<file path="src/rtl/id_ex_stage.sv">
// ---------------------------------------------------------------------------------------------
// id_ex_stage
//   ID/EX pipeline register sitting directly in front of the ALU. Decodes the instruction in
//   the decode slot into ALU control and write-back/memory enables, latches operands and
//   immediate on the rising edge, and drives the ALU operand ports one cycle later. RAW hazards
//   are resolved by forwarding from EX/MEM and MEM/WB; load-use hazards raise stall and latch a
//   bubble so the ALU only ever sees valid instructions.
//
//   Build option: define FORWARDING_EN to include the EX/MEM and MEM/WB forwarding muxes.
//   Without it, operands come from the latched register-file data only, and stall also asserts
//   on any RAW dependency against the instruction in EX, EX/MEM or MEM/WB.
//
// Ports
//   clk, reset                   clock, asynchronous active-high reset
//   flush                        squash the instruction entering the stage
//   id_valid                     decode slot holds a real instruction
//   id_opcode, id_funct          instruction[31:26], instruction[5:0]
//   id_rs, id_rt, id_rd          source/destination register numbers
//   id_rs_data, id_rt_data       register-file read data
//   id_imm                       instruction[15:0]
//   exm_wr, exm_rd, exm_data     EX/MEM write-back candidate
//   mwb_wr, mwb_rd, mwb_data     MEM/WB write-back candidate
//   stall                        hold PC and IF/ID (combinational)
//   salida1, salida3             ALU operands A and B
//   control                      4-bit ALU control code
//   ex_valid, ex_reg_wr, ex_mem_rd, ex_mem_wr, ex_mem2reg   registered control
//   ex_dst                       destination register (rd for R-type, rt otherwise)
//   ex_store                     store data for sw (forwarded rt)
//   ex_illegal                   undecodable opcode/funct latched
// ---------------------------------------------------------------------------------------------
module id_ex_stage #(
    parameter int unsigned DATA_W     = 32,
    parameter int unsigned REG_ADDR_W = 5
) (
    input  logic                  clk,
    input  logic                  reset,
    input  logic                  flush,
    input  logic                  id_valid,
    input  logic [5:0]            id_opcode,
    input  logic [5:0]            id_funct,
    input  logic [REG_ADDR_W-1:0] id_rs,
    input  logic [REG_ADDR_W-1:0] id_rt,
    input  logic [REG_ADDR_W-1:0] id_rd,
    input  logic [DATA_W-1:0]     id_rs_data,
    input  logic [DATA_W-1:0]     id_rt_data,
    input  logic [15:0]           id_imm,
    input  logic                  exm_wr,
    input  logic [REG_ADDR_W-1:0] exm_rd,
    input  logic [DATA_W-1:0]     exm_data,
    input  logic                  mwb_wr,
    input  logic [REG_ADDR_W-1:0] mwb_rd,
    input  logic [DATA_W-1:0]     mwb_data,
    output logic                  stall,
    output logic [DATA_W-1:0]     salida1,
    output logic [DATA_W-1:0]     salida3,
    output logic [3:0]            control,
    output logic                  ex_valid,
    output logic                  ex_reg_wr,
    output logic                  ex_mem_rd,
    output logic                  ex_mem_wr,
    output logic                  ex_mem2reg,
    output logic [REG_ADDR_W-1:0] ex_dst,
    output logic [DATA_W-1:0]     ex_store,
    output logic                  ex_illegal
);

    // Opcodes
    localparam logic [5:0] OP_RTYPE = 6'b000000;
    localparam logic [5:0] OP_BGEZ  = 6'b000001;
    localparam logic [5:0] OP_BEQ   = 6'b000100;
    localparam logic [5:0] OP_BNE   = 6'b000101;
    localparam logic [5:0] OP_ADDI  = 6'b001000;
    localparam logic [5:0] OP_SLTI  = 6'b001010;
    localparam logic [5:0] OP_ANDI  = 6'b001100;
    localparam logic [5:0] OP_ORI   = 6'b001101;
    localparam logic [5:0] OP_LUI   = 6'b001111;
    localparam logic [5:0] OP_LW    = 6'b100011;
    localparam logic [5:0] OP_SW    = 6'b101011;

    // R-type funct codes
    localparam logic [5:0] FN_ADD = 6'b100000;
    localparam logic [5:0] FN_SUB = 6'b100010;
    localparam logic [5:0] FN_AND = 6'b100100;
    localparam logic [5:0] FN_OR  = 6'b100101;
    localparam logic [5:0] FN_SLT = 6'b101010;
    localparam logic [5:0] FN_NOR = 6'b100111;

    // ALU control codes
    localparam logic [3:0] ALU_AND  = 4'b0000;
    localparam logic [3:0] ALU_OR   = 4'b0001;
    localparam logic [3:0] ALU_ADD  = 4'b0010;
    localparam logic [3:0] ALU_LUI  = 4'b0101;
    localparam logic [3:0] ALU_SUB  = 4'b0110;
    localparam logic [3:0] ALU_SLT  = 4'b0111;
    localparam logic [3:0] ALU_BNE  = 4'b1010;
    localparam logic [3:0] ALU_NOR  = 4'b1100;
    localparam logic [3:0] ALU_BGEZ = 4'b1111;

    localparam logic [REG_ADDR_W-1:0] REG_ZERO = '0;

    // Decode results for the instruction in the ID slot
    logic [3:0]            dec_control;
    logic                  dec_reg_wr;
    logic                  dec_mem_rd;
    logic                  dec_mem_wr;
    logic                  dec_mem2reg;
    logic                  dec_illegal;
    logic                  dec_use_imm;
    logic                  dec_zext;
    logic                  dec_rtype;
    logic [REG_ADDR_W-1:0] dec_dst;
    logic [DATA_W-1:0]     dec_imm;

    // Pipeline registers
    logic                  ex_valid_q;
    logic                  ex_reg_wr_q;
    logic                  ex_mem_rd_q;
    logic                  ex_mem_wr_q;
    logic                  ex_mem2reg_q;
    logic                  ex_illegal_q;
    logic                  ex_use_imm_q;
    logic [3:0]            control_q;
    logic [REG_ADDR_W-1:0] ex_dst_q;
    logic [REG_ADDR_W-1:0] ex_rs_q;
    logic [REG_ADDR_W-1:0] ex_rt_q;
    logic [DATA_W-1:0]     ex_rs_data_q;
    logic [DATA_W-1:0]     ex_rt_data_q;
    logic [DATA_W-1:0]     ex_imm_q;

    logic load_use;
    logic hazard;
    logic bubble;
    logic [DATA_W-1:0] op_a;
    logic [DATA_W-1:0] op_b;

    // -----------------------------------------------------------------------------------------
    // Decode
    // -----------------------------------------------------------------------------------------
    always_comb begin
        dec_control = ALU_ADD;
        dec_reg_wr  = 1'b0;
        dec_mem_rd  = 1'b0;
        dec_mem_wr  = 1'b0;
        dec_mem2reg = 1'b0;
        dec_illegal = 1'b0;
        dec_use_imm = 1'b0;
        dec_zext    = 1'b0;
        dec_rtype   = 1'b0;
        unique case (id_opcode)
            OP_RTYPE: begin
                dec_rtype  = 1'b1;
                dec_reg_wr = 1'b1;
                unique case (id_funct)
                    FN_ADD:  dec_control = ALU_ADD;
                    FN_SUB:  dec_control = ALU_SUB;
                    FN_AND:  dec_control = ALU_AND;
                    FN_OR:   dec_control = ALU_OR;
                    FN_SLT:  dec_control = ALU_SLT;
                    FN_NOR:  dec_control = ALU_NOR;
                    default: begin
                        dec_illegal = 1'b1;
                        dec_reg_wr  = 1'b0;
                    end
                endcase
            end
            OP_LW: begin
                dec_reg_wr  = 1'b1;
                dec_mem_rd  = 1'b1;
                dec_mem2reg = 1'b1;
                dec_use_imm = 1'b1;
            end
            OP_SW: begin
                dec_mem_wr  = 1'b1;
                dec_use_imm = 1'b1;
            end
            OP_ADDI: begin
                dec_reg_wr  = 1'b1;
                dec_use_imm = 1'b1;
            end
            OP_SLTI: begin
                dec_control = ALU_SLT;
                dec_reg_wr  = 1'b1;
                dec_use_imm = 1'b1;
            end
            OP_ANDI: begin
                dec_control = ALU_AND;
                dec_reg_wr  = 1'b1;
                dec_use_imm = 1'b1;
                dec_zext    = 1'b1;
            end
            OP_ORI: begin
                dec_control = ALU_OR;
                dec_reg_wr  = 1'b1;
                dec_use_imm = 1'b1;
                dec_zext    = 1'b1;
            end
            // The ALU does the 16-bit shift; we only hand it the zero-extended immediate.
            OP_LUI: begin
                dec_control = ALU_LUI;
                dec_reg_wr  = 1'b1;
                dec_use_imm = 1'b1;
                dec_zext    = 1'b1;
            end
            OP_BEQ:  dec_control = ALU_SUB;
            OP_BNE:  dec_control = ALU_BNE;
            OP_BGEZ: dec_control = ALU_BGEZ;
            default: dec_illegal = 1'b1;
        endcase
    end

    assign dec_dst = dec_rtype ? id_rd : id_rt;
    assign dec_imm = dec_zext ? {{(DATA_W-16){1'b0}}, id_imm}
                              : {{(DATA_W-16){id_imm[15]}}, id_imm};

    // -----------------------------------------------------------------------------------------
    // Hazard detection
    // -----------------------------------------------------------------------------------------
    assign load_use = ex_valid_q && ex_mem_rd_q && (ex_dst_q != REG_ZERO) &&
                      ((ex_dst_q == id_rs) || (ex_dst_q == id_rt)) && id_valid;

`ifdef FORWARDING_EN
    assign hazard = load_use;
`else
    // Without forwarding, any in-flight producer of a source register must drain first.
    function automatic logic raw_match(input logic [REG_ADDR_W-1:0] src);
        raw_match = (src != REG_ZERO) &&
                    ((ex_valid_q && ex_reg_wr_q && (ex_dst_q == src)) ||
                     (exm_wr && (exm_rd == src)) ||
                     (mwb_wr && (mwb_rd == src)));
    endfunction

    assign hazard = load_use || (id_valid && (raw_match(id_rs) || raw_match(id_rt)));
`endif

    // Reset clears EX state asynchronously; gating here also covers EX/MEM-driven stalls.
    assign stall  = hazard && !reset;
    assign bubble = !id_valid || flush || stall;

    // -----------------------------------------------------------------------------------------
    // ID/EX register
    // -----------------------------------------------------------------------------------------
    always_ff @(posedge clk or posedge reset) begin
        if (reset) begin
            ex_valid_q   <= 1'b0;
            ex_reg_wr_q  <= 1'b0;
            ex_mem_rd_q  <= 1'b0;
            ex_mem_wr_q  <= 1'b0;
            ex_mem2reg_q <= 1'b0;
            ex_illegal_q <= 1'b0;
            ex_use_imm_q <= 1'b0;
            control_q    <= ALU_ADD;
            ex_dst_q     <= '0;
            ex_rs_q      <= '0;
            ex_rt_q      <= '0;
            ex_rs_data_q <= '0;
            ex_rt_data_q <= '0;
            ex_imm_q     <= '0;
        end else begin
            ex_valid_q   <= !bubble;
            ex_reg_wr_q  <= !bubble && dec_reg_wr;
            ex_mem_rd_q  <= !bubble && dec_mem_rd;
            ex_mem_wr_q  <= !bubble && dec_mem_wr;
            ex_mem2reg_q <= !bubble && dec_mem2reg;
            ex_illegal_q <= !bubble && dec_illegal;
            control_q    <= bubble ? ALU_ADD : dec_control;
            // A squashed instruction leaves nothing behind, not even its operands.
            if (flush) begin
                ex_use_imm_q <= 1'b0;
                ex_dst_q     <= '0;
                ex_rs_q      <= '0;
                ex_rt_q      <= '0;
                ex_rs_data_q <= '0;
                ex_rt_data_q <= '0;
                ex_imm_q     <= '0;
            end else begin
                ex_use_imm_q <= dec_use_imm;
                ex_dst_q     <= dec_dst;
                ex_rs_q      <= id_rs;
                ex_rt_q      <= id_rt;
                ex_rs_data_q <= id_rs_data;
                ex_rt_data_q <= id_rt_data;
                ex_imm_q     <= dec_imm;
            end
        end
    end

    // -----------------------------------------------------------------------------------------
    // Operand selection
    // -----------------------------------------------------------------------------------------
`ifdef FORWARDING_EN
    // EX/MEM is younger than MEM/WB, so it wins when both target the same register.
    always_comb begin
        op_a = ex_rs_data_q;
        if (exm_wr && (exm_rd == ex_rs_q) && (ex_rs_q != REG_ZERO)) begin
            op_a = exm_data;
        end else if (mwb_wr && (mwb_rd == ex_rs_q) && (ex_rs_q != REG_ZERO)) begin
            op_a = mwb_data;
        end
    end

    always_comb begin
        op_b = ex_rt_data_q;
        if (exm_wr && (exm_rd == ex_rt_q) && (ex_rt_q != REG_ZERO)) begin
            op_b = exm_data;
        end else if (mwb_wr && (mwb_rd == ex_rt_q) && (ex_rt_q != REG_ZERO)) begin
            op_b = mwb_data;
        end
    end
`else
    logic unused_fwd;
    assign unused_fwd = ^{exm_data, mwb_data, ex_rs_q, ex_rt_q};
    assign op_a = ex_rs_data_q;
    assign op_b = ex_rt_data_q;
`endif

    assign salida1    = op_a;
    assign salida3    = ex_use_imm_q ? ex_imm_q : op_b;
    assign ex_store   = op_b;
    assign control    = control_q;
    assign ex_valid   = ex_valid_q;
    assign ex_reg_wr  = ex_reg_wr_q;
    assign ex_mem_rd  = ex_mem_rd_q;
    assign ex_mem_wr  = ex_mem_wr_q;
    assign ex_mem2reg = ex_mem2reg_q;
    assign ex_dst     = ex_dst_q;
    assign ex_illegal = ex_illegal_q;

endmodule

</file>
<file path="config.mk">
export PLATFORM = sky130hd
export DESIGN_NAME = id_ex_stage
export DESIGN_NICKNAME = d
export VERILOG_FILES = /design/src/rtl/id_ex_stage.sv
export SDC_FILE = /design/constraint.sdc
export NUM_CORES = 1
export LEC_CHECK = 0
export CORE_AREA = 10 10 108 110
export CTS_CLUSTER_DIAMETER = 60
export DETAILED_ROUTE_END_ITERATION = 10
export DIE_AREA = 0 0 118 120
export DONT_BUFFER_PORTS = 1
export GPL_TIMING_DRIVEN = 1
export PLACE_DENSITY_LB_ADDON = 0.08
export REMOVE_ABC_BUFFERS = 1
export SLEW_MARGIN = 20
export SYNTH_ARGS = -nofsm -noshare
export SYNTH_HDL_FRONTEND = slang
export SYNTH_SLANG_ARGS = --single-unit
export TNS_END_PERCENT = 1
</file>
<file path="constraint.sdc">
create_clock -name clk -period 5.5 [get_ports clk]
set_input_delay 1.1 -clock clk [delete_from_list [all_inputs] [get_ports clk]]
set_output_delay 1.1 -clock clk [all_outputs]
set_load 0.1 [all_outputs]
</file>
* Word-level counts from Yosys, hierarchy flattened *
Index checks and enable logic that the tools add are counted.

storage, ports and cells
  bits in registers = 111
  input bits = 187
  output and inout port bits = 112

cells by class
  eq/ne operators = 22
  mux-type cells = 20
  reductions and logical operators = 40

operator list
  kind                                                 number
  2-to-1 mux 32 bit                                    5
  equality test 6 bit, second input constant           8
  case mux 4 bit (8 select lines)                      1
  equality test 5 bit                                  6
  equality test 6 x 4 -> 1 bit, second input constant  5
  case mux 4 bit (5 select lines)                      1
  logical AND 1 bit                                    19
  nonzero test 5 bit                                   3
  equality test 6 x 3 -> 1 bit, second input constant  2
  OR reduction 6 bit                                   2
  2-to-1 mux 5 bit                                     2
  OR reduction 10 bit                                  1
  logical OR 1 bit                                     9
  2-to-1 mux 1 bit                                     8
  OR reduction 7 bit                                   1
  equality test 6 x 1 -> 1 bit, second input constant  1
  zero test 6 bit                                      1
  2-to-1 mux 4 bit                                     1
  case mux 1 bit (2 select lines)                      2
  zero test 1 bit                                      3
  OR reduction 3 bit                                   1

* Logic depth before layout (Yosys ltp) *
Gate-level depths: netlist of run 1.

  depth in word-level cells = 12
  depth in mapped cells = 7
  mapped depth without buffers = 6

* Worst setup path after synthesis of run 1 *
Ideal clock, no wire load.

  path type = input to output
  start point = input reset
  end point = output stall
  arrival time = 5.706 ns
  data required time = 4.400 ns
  setup slack = -1.306 ns
  cell stages on the path = 3
  path buffers = 0
  path through = inv_1 -> o221ai_1 -> a31oi_1

on the way
  word-level cells in the longest chain between the ends = 2

ends and longest elaborated chain
  what                              line  RTL
  from (decl)                       36    input logic reset,
  zero test 1 bit (no source line)  -
  logical AND 1 bit                 236   assign stall = hazard && !reset;
  to (decl)                         53    output logic stall,

Every way passes these cells.

* Worst setup path in the final report of run 1 *
  start point = register ex_dst_q[1] (netlist: ex_dst[1])
  end point = output stall

on the way
  word-level cells in the longest chain between the ends = 9
  elaborated cells between the ends (all ways) = 19

ends and longest elaborated chain
  what                    line      RTL
  from (decl)             123       logic [REG_ADDR_W-1:0] ex_dst_q;
  from (signal assigned)  277       ex_dst_q <= dec_dst;
  equality test 5 bit     219, 227
  logical AND 1 bit       227       ((ex_valid_q && ex_reg_wr_q && (ex_dst_q == src)) ||
  logical OR 1 bit        227
  logical OR 1 bit        228       (exm_wr && (exm_rd == src)) ||
  logical AND 1 bit       226       raw_match = (src != REG_ZERO) &&
  logical OR 1 bit        232       assign hazard = load_use || (id_valid && (raw_match(id_rs) || raw_match(id_rt)));
  logical AND 1 bit       232
  logical OR 1 bit (*)    232
  logical AND 1 bit (*)   236

Every way passes the cells marked *; elsewhere a longest branch is shown, timed or not.

==> flow_metrics.py, run 1 <==
metrics = {
    "detailed_routing": {
        "dr.pass1.iters": 4,
        "via_count": 2611,
        "dr.first_iter.drc_count": 178,
        "drcViolationCount": 0,
        "routedWlPerCell_um": 22.7,
        "viasPerCell": 5.20,
        "antenna_left": 0,
        "drt-total-wl_mm": 11.4,
    },
    "cts": {
        "tritoncts": "built",
        "cts.htree.levels": 3,
        "cts_buffers": 9,
        "post_cts_resized": 0,
        "cts_setup_buffers": 0,
        "cts.hold.buffers_added": 0,
        "ctsLongestPathBuffers": 2,
        "root_buffer": "clkbuf_8",
        "clk_pin_slew_ns": 0.09,
        "worstSkewPairLatency_ns": 0.36,
        "clock_sinks": 96,
    },
    "placed_design": {
        "dp_cells": 486,
        "io_buffers": 0,
        "gp_congestion": 0.772,
        "dp_hpwl_mm": 8.80,
    },
    "cells_and_area": {
        "final_nets": 551,
        "drive_above_1_share_pct": 16.3,
        "area_delta_synth_final_pct": 9.05,
        "n_antenna_cell": 0,
        "final_cells": 502,
    },
    "global_routing": {
        "antenna_found_initial": 1,
        "grt_pass1_wl_mm": 17.4,
        "grt_max_degree": 88,
        "track_usage_pct": 15.9,
        "grt-ovfl-total": 0,
        "grt_pass1_vias": 2783,
    },
    "job": {
        "maxCapViolCount": 0,
    },
    "synthesis": {
        "synth_edf_count": 0,
        "synthFlopType": "dfrtp_1",
        "synth_seq_cells": 96,
        "yosys_warnings": 0,
        "ys_seq_area_share_pct": 57.6,
        "ys_top_cells_by_count": "dfrtp_1, nor2b_1, xnor2_1",
        "synth_cell_type_count": 39,
        "avgSynthCellArea_sq_um": 11.2,
        "synth_area_leaders": "dfrtp_1, nor2b_1, xnor2_1",
        "netlist_area_sq_mm": 0.00417,
        "synth_top_area_share_pct": 57.0,
        "yosysTopAreaCell": "dfrtp_1",
        "post_synth_inst_count": 372,
        "synth_most_common_cell": "dfrtp_1",
        "async_flop_share_pct": 100,
    },
    "pwr": {
        "finalPower_uw": 1680,
        "p_leak_uw": 0.00200,
        "vdd_drop_max_mv": 0.169,
        "p_per_area_mw_per_mm2": 368,
    },
    "timing": {
        "setup_tns_ns": 0,
        "slew_violations": 0,
        "timing.final.crit_share_pct": 72.9,
        "whs_ns": 0.623,
        "max_freq_mhz": 249,
        "grt_setup_unrepaired": "no",
        "slew-limit-headroom_pct": 24.4,
        "period_needed_ns": 4.01,
        "setup_viol": 0,
        "tightest_slew_ns": 1.13,
        "final_hold_viol_count": 0,
        "finClkSkew_ns": 0.00911,
    },
    "floorplanning": {
        "start_util_pct": 43.7,
        "core_area_sq_mm": 0.00955,
        "die_area_sq_mm": 0.0142,
        "die_w_um": 118,
        "rows": 36,
        "io_pins": 299,
        "die_h_um": 120,
    },
    "worst_setup_path": {
        "cp_cell_sequence": "xnor2_1, nand4_1, nor4_1, o2111ai_2, a31oi_2, buf_4",
        "cp-end-kind": "primary output",
        "critPathMaxFanout": 4,
        "cp_slowest_stage_delay_ns": 1.04,
        "cp.arrival_ns": 2.91,
        "crit_type": "reg2out",
        "start_kind": "flop",
        "critical_path_required_ns": 4.40,
        "cp_slowest_cell": "dfrtp_1",
    },
    "outcome": {
        "status": "finished clean",
    },
    "worst_hold_path": {
        "min_path_type": "in2async",
    },
}
worst paths after layout:
check,from,endpoint,slack [ns],cells after the start
max,ex_dst[1],stall,1.49,6
min,reset,salida1[10],0.62,1
max reg2reg,ex_dst[1],control[2],2.88,6
min reg2reg,ex_valid,ex_valid,1.39,3
max in group asynchronous,reset,salida1[28],3.75,2
min in group clk,flush,salida1[17],0.78,1
placed cells by master, fill, tap and decap left out, drive strengths merged, types with 2 or more instances in the layout:
master,instances
xnor2,24
mux2,17
nor2,17
a21oi,2
nand2,7
o211ai,4
nor2b,82
or4,4
nor4,7
xor2,7
and3,2
dfrtp,95
a31oi,5
mux2i,5
o21ai,23
nand2b,2
nand4,6
clkbuf,9
inv,26
buf,2
o221ai,2
nor3,4
nand3,2
nand3b,2
stage by stage:
step | utilization (%) | area (sq um) | setup WS, ns
after CTS | 47.7 | 4550 | 1.49
after detailed placement | 45.5 | 4340 | 1.87
after global routing | 47.7 | 4550 | 1.33
after floorplan | - | 4090 | -1.31
final | 47.7 | 4550 | 1.49
after global placement | 45.5 | 4340 | 1.90
state kept, by name, summed over array words and instances (netlist names):
signal        flops
ex_store         32
salida1          32
ex_imm_q         17
ex_dst            5
control           4
ex_illegal        1
ex_mem2reg        1
ex_mem_wr         1
ex_reg_wr         1
ex_use_imm_q      1
ex_valid          1
logic make-up after synthesis:
kind of cell | Yosys count | synth area share [%]
buffers and inverters | 43 | 4.02
and+or+nand+nor | 137 | 19.7
DFF | 96 | 57.6
muxes | 22 | 5.79
xor gates and xnor gates | 31 | 6.50
AOI/OAI and AO/OA | 43 | 6.39
area by class of cell:
cell class	count	area (sq um)
inverters	22	85.1
flip-flops and latches	96	2410
clock inverters	7	86.3
repair buffers	2	15.0
multi-input cells	233	1670
clock buffers	9	124
well taps	133	166
fillers	917	5000
layer usage:
metal / track usage [%] / routed length [um]
met1: 18.5 / 4380
met2: 24.2 / 5420
met3: 9.14 / 1520
met4: 5.33 / 91
met5: 0 / 11
where the power goes:
part | internal [uW] | switching, uW
combinational | 55.0 | 170
sequential | 734 | 234
clock | 220 | 262
worst max-delay path, delay by kind of cell, from the launching register on:
kind	cells	cell delay (ns)
xor gates and xnor gates	1	0.20
and+or+nand+nor	2	0.53
DFF	1	1.04
AOI/OAI and AO/OA	2	0.46
buffers and inverters	1	0.31
(Power assumes the default switching activity.)
==> inputs of run 2 (changes only) <==
clock period = 4 ns   (was 5.5 ns; I/O delays follow)
==> flow_metrics.py, run 2 (same netlist as run 1, synthesis figures left out) <==
metrics = {
    "detailed_routing": {
        "drcViolationCount": 0,
        "antenna_left": 0,
        "dr.pass1.iters": 4,
        "dr.first_iter.drc_count": 107,
        "viasPerCell": 5.10,
        "routedWlPerCell_um": 21.5,
        "via_count": 2772,
        "drt-total-wl_mm": 11.7,
    },
    "worst_setup_path": {
        "worstReg2RegStart": "ex_dst[2]",
        "path_delay_family": "buffers and inverters",
        "critPathMaxFanout": 4,
        "cp.arrival_ns": 2.35,
        "critPathLaunch": "ex_dst[2]",
        "cp_common_cell": "buf_4",
        "ff2ff_path_depth": 7,
        "path_buf_inv": 2,
        "crit_cells": 7,
        "cp-end-kind": "primary output",
        "cp_slowest_cell": "dfrtp_1",
        "cp_cell_sequence": "buf_4, xnor2_1, nand4_1, nor4_1, o2111ai_2, a31oi_2, buf_4",
        "cp_slowest_stage_delay_ns": 0.33,
        "crit_type": "reg2out",
        "critical_path_required_ns": 3.20,
        "start_kind": "flop",
    },
    "timing": {
        "whs_ns": 0.291,
        "timing.final.crit_share_pct": 78.8,
        "tightest_slew_ns": 1.13,
        "finClkSkew_ns": 0.00721,
        "slew_violations": 0,
        "setup_viol": 0,
        "period_needed_ns": 3.15,
        "slew-limit-headroom_pct": 24.9,
        "grt_setup_unrepaired": "no",
        "max_freq_mhz": 317,
        "final_hold_viol_count": 0,
    },
    "cells_and_area": {
        "fill_cells": 894,
        "seq_area_sq_mm": 0.00241,
        "final_common_cell": "dfrtp_1",
        "drive_above_1_share_pct": 24.6,
        "final_area_sq_mm": 0.00484,
        "area_delta_synth_final_pct": 15.9,
        "layout_common_cells": "dfrtp_1, nor2b_1, buf_4, xnor2_1, inv_1",
        "final_nets": 592,
        "multiInputGateArea_sq_mm": 0.00167,
    },
    "floorplanning": {
        "io_pins": 299,
        "start_util_pct": 43.7,
        "die_h_um": 120,
        "rows": 36,
        "die_w_um": 118,
        "core_area_sq_mm": 0.00955,
        "die_area_sq_mm": 0.0142,
    },
    "cts": {
        "worstSkewPairLatency_ns": 0.36,
        "clock_sinks": 96,
        "post_cts_resized": 0,
        "cts_setup_buffers": 0,
        "root_buffer": "clkbuf_8",
        "cts.htree.levels": 3,
        "clk_pin_slew_ns": 0.10,
        "cts.hold.buffers_added": 0,
        "cts_buffers": 9,
        "ctsLongestPathBuffers": 2,
        "tritoncts": "built",
    },
    "pwr": {
        "p_comb_share_pct": 22.2,
        "power.internal_uw": 1350,
        "p_per_area_mw_per_mm2": 469,
        "p_clk_share_pct": 26.2,
        "power_switching_uw": 918,
        "sw_frac_of_total_pct": 40.4,
        "p_leak_uw": 0.00220,
        "finalPower_uw": 2270,
        "vdd_drop_max_mv": 0.250,
        "seqPwrFrac_pct": 51.6,
    },
    "placed_design": {
        "gp_congestion": 0.822,
        "dpl_cell_area_sq_mm": 0.00465,
        "io_buffers": 0,
        "dp_hpwl_mm": 9.00,
    },
    "global_routing": {
        "grt_max_degree": 88,
        "track_usage_pct": 16.2,
        "antenna_found_initial": 2,
        "grt_pass1_wl_mm": 17.9,
        "grt-ovfl-total": 0,
        "grt_pass1_vias": 3062,
    },
    "outcome": {
        "status": "finished clean",
    },
    "worst_hold_path": {
        "min_path_type": "in2async",
    },
    "job": {
        "maxCapViolCount": 0,
    },
}
==> run 2: cell types whose count changed in the layout (fill, tap and decap cells not counted), sizes merged <==
| cell | previous run | this run |
|---|---|---|
| inv | 26 | 25 |
| clkinv | 1 | 3 |
| bufinv | 1 | 0 |
| diode | 0 | 1 |
| buf | 2 | 43 |
==> run 2: area by class of cell <==
class / instances / share of cell area, %
flip-flops and latches: 96 / 49.7
multi-input cells: 233 / 34.5
repair buffers: 43 / 6.67
well taps: 133 / 3.44
clock buffers: 9 / 2.56
inverters: 22 / 1.76
clock inverters: 7 / 1.32
diodes: 1 / 0.0517
==> run 2: power groups by stage <==
stage / sequential, uW / combinational (uW) / clock, uW
floorplan: 1340 / 283 / 0
global placement: 1190 / 506 / 0
detailed placement: 1190 / 510 / 0
CTS: 1170 / 510 / 622
global route: 1180 / 527 / 656
finish: 1170 / 504 / 594
==> run 2: metal layers <==
| layer | share of wire [%] | wire length (um) | vias up | GRT usage (%) |
|---|---|---|---|---|
| met5 | 0.060 | 7 | - | 0 |
| met4 | 0.99 | 115 | 2 | 5.33 |
| met3 | 12 | 1420 | 11 | 8.81 |
| met2 | 48 | 5600 | 157 | 26.1 |
| met1 | 39 | 4530 | 1324 | 17.9 |
| li1 | - | - | 1278 | - |
==> run 2: path summary, 6_finish.rpt <==
check | slack, ns | end
setup / recovery | 0.85 | stall
hold / removal | 0.29 | salida1[13]
setup reg to reg | 1.76 | ex_mem2reg
hold reg to reg | 0.97 | control[3]
max in group asynchronous | 2.49 | ex_mem2reg
min in group clk | 0.48 | salida1[13]
==> run 2: per-stage QoR <==
step                      TNS, ns  setup slack [ns]  util (%)  cells
after detailed placement        0             0.984      48.7    527
after global placement          0             0.996      48.7    527
after global routing            0             0.699      50.7    544
after CTS                       0             0.795      50.7    543
after floorplan             -2.56             -2.21         -    351
final                           0             0.848      50.7    544
==> inputs of run 3 (changes only) <==
clock period = 2.64 ns   (was 4 ns; I/O delays follow)
==> flow_metrics.py, run 3 (same netlist as run 1, synthesis figures left out) <==
metrics = {
    "cts": {
        "cts.hold.buffers_added": 0,
        "tritoncts": "built",
        "cts.htree.levels": 3,
        "cts_buffers": 9,
        "clock_sinks": 96,
        "ctsLongestPathBuffers": 2,
        "root_buffer": "clkbuf_8",
        "clk_pin_slew_ns": 0.09,
        "worstSkewPairLatency_ns": 0.35,
    },
    "placed_design": {
        "io_buffers": 0,
        "pre_cts_slack_ns": 0.191,
        "dp_hpwl_mm": 9.39,
        "gp_congestion": 0.820,
    },
    "global_routing": {
        "antenna_found_initial": 4,
        "grt-ovfl-total": 0,
        "track_usage_pct": 16.9,
        "grt_pass1_wl_mm": 18.8,
        "grt_pass1_vias": 3179,
        "grt_max_degree": 88,
    },
    "floorplanning": {
        "io_pins": 299,
        "die_w_um": 118,
        "core_area_sq_mm": 0.00955,
        "die_h_um": 120,
        "die_area_sq_mm": 0.0142,
        "start_util_pct": 43.7,
        "rows": 36,
    },
    "pwr": {
        "p_per_area_mw_per_mm2": 679,
        "finalPower_uw": 3560,
        "vdd_drop_max_mv": 0.371,
        "p_leak_uw": 0.00237,
    },
    "cells_and_area": {
        "final_common_cell": "dfrtp_1",
        "fill_cells": 854,
        "layout_common_cells": "dfrtp_1, nor2b_1, buf_4, xnor2_1, inv_1",
        "drive_above_1_share_pct": 29.3,
        "area_delta_synth_final_pct": 25.7,
        "final_nets": 613,
    },
    "outcome": {
        "status": "finished clean",
    },
    "timing": {
        "final_hold_viol_count": 0,
        "tightest_slew_ns": 0.900,
        "setup_viol": 0,
        "finClkSkew_ns": 0.0123,
        "slew_violations": 0,
        "setup_ws_ns": 0.000898,
        "max_freq_mhz": 379,
        "period_needed_ns": 2.64,
        "timing.final.crit_share_pct": 100,
        "grt_setup_unrepaired": "yes",
        "slew-limit-headroom_pct": 40.1,
    },
    "worst_setup_path": {
        "cp.arrival_ns": 2.11,
        "critical_path_required_ns": 2.11,
        "cp-end-kind": "primary output",
        "crit_type": "reg2out",
        "critPathMaxFanout": 4,
        "start_kind": "flop",
    },
    "detailed_routing": {
        "via_count": 2884,
        "wl_met2_mm": 5.71,
        "wl_met3_mm": 1.59,
        "dr.pass1.iters": 4,
        "antenna_left": 0,
        "routedWlPerCell_um": 21.3,
        "drt-total-wl_mm": 12.1,
        "dr.first_iter.drc_count": 152,
        "drt-met1-wl_mm": 4.68,
        "drcViolationCount": 0,
        "viasPerCell": 5.08,
        "routed.top_layer": "met5",
    },
    "job": {
        "maxCapViolCount": 0,
    },
    "worst_hold_path": {
        "min_path_type": "in2reg",
    },
}
[run 3: changes by cell type in the layout (fill, tap and decap cells not counted), moves of 2 or more]
cell | previous run | this run
buf_12 | 0 | 17
diode_2 | 1 | 5
buf_4 | 43 | 47
inv_6 | 3 | 1
[run 3: path summary, 6_finish.rpt]
path	startpoint	to	slack, ns	cells past startpoint
setup / recovery	ex_dst[0]	stall	0.0009	6
hold / removal	flush	ex_imm_q[9]	0.22	1
setup reg to reg	ex_dst[0]	control[0]	0.46	7
hold reg to reg	ex_valid	ex_valid	0.97	4
max in group asynchronous	reset	ex_store[5]	1.37	3
min in group asynchronous	reset	control[0]	0.36	2
[run 3: layer usage]
| metal | vias up | global-route usage (%) |
|---|---|---|
| met2 | 173 | 26.5 |
| met3 | 12 | 9.47 |
| met4 | 2 | 5.87 |
| li1 | 1330 | - |
| met5 | - | 0 |
| met1 | 1367 | 19.2 |
[run 3: power by group]
| part | internal [uW] | switching (uW) |
|---|---|---|
| Combinational | 221 | 624 |
| Sequential | 1540 | 243 |
| Clock | 438 | 499 |
| Total | 2190 | 1370 |
[run 3: stage by stage]
| step | util, % | cells | TNS, ns | instance area [sq um] | hold slack, ns |
|---|---|---|---|---|---|
| 3_3_place_gp | 52.4 | 546 | 0 | 5000 | 0.601 |
| 4_1_cts | 54.7 | 563 | -0.0441 | 5220 | 0.204 |
| 5_1_grt | 54.9 | 566 | -0.0833 | 5240 | 0.186 |
| 2_1_floorplan | - | 351 | -74.74 | 4090 | 0.591 |
| 6_report | 54.9 | 568 | 0 | 5250 | 0.225 |
| 3_5_place_dp | 52.4 | 546 | 0 | 5000 | 0.600 |
[run 3: critical path, cell delays in order, from the launching register on]
cell and delay, ns:
dfrtp_2 0.45, or4_4 0.54, o21ai_2 0.16, nor4_2 0.06, o2111ai_2 0.22, a31oi_2 0.15
buf_12 0.19
[run 3: cell type report]
cell class	count	area (sq um)	area share [%]
clock inverters	6	68.8	1.31
multi-input cells	233	1690	32.2
diodes	5	12.5	0.238
repair buffers	64	693	13.2
flip-flops and latches	96	2410	45.9
clock buffers	9	124	2.36
inverters	22	85.1	1.62
well taps	133	166	3.17
[run 3: what timing repair did]
action                                  4_1_cts  5_1_grt
setup buffers                                 2        0
resized for setup                             2        3
pin swaps                                     1        2
endpoints found under the setup margin        1        1
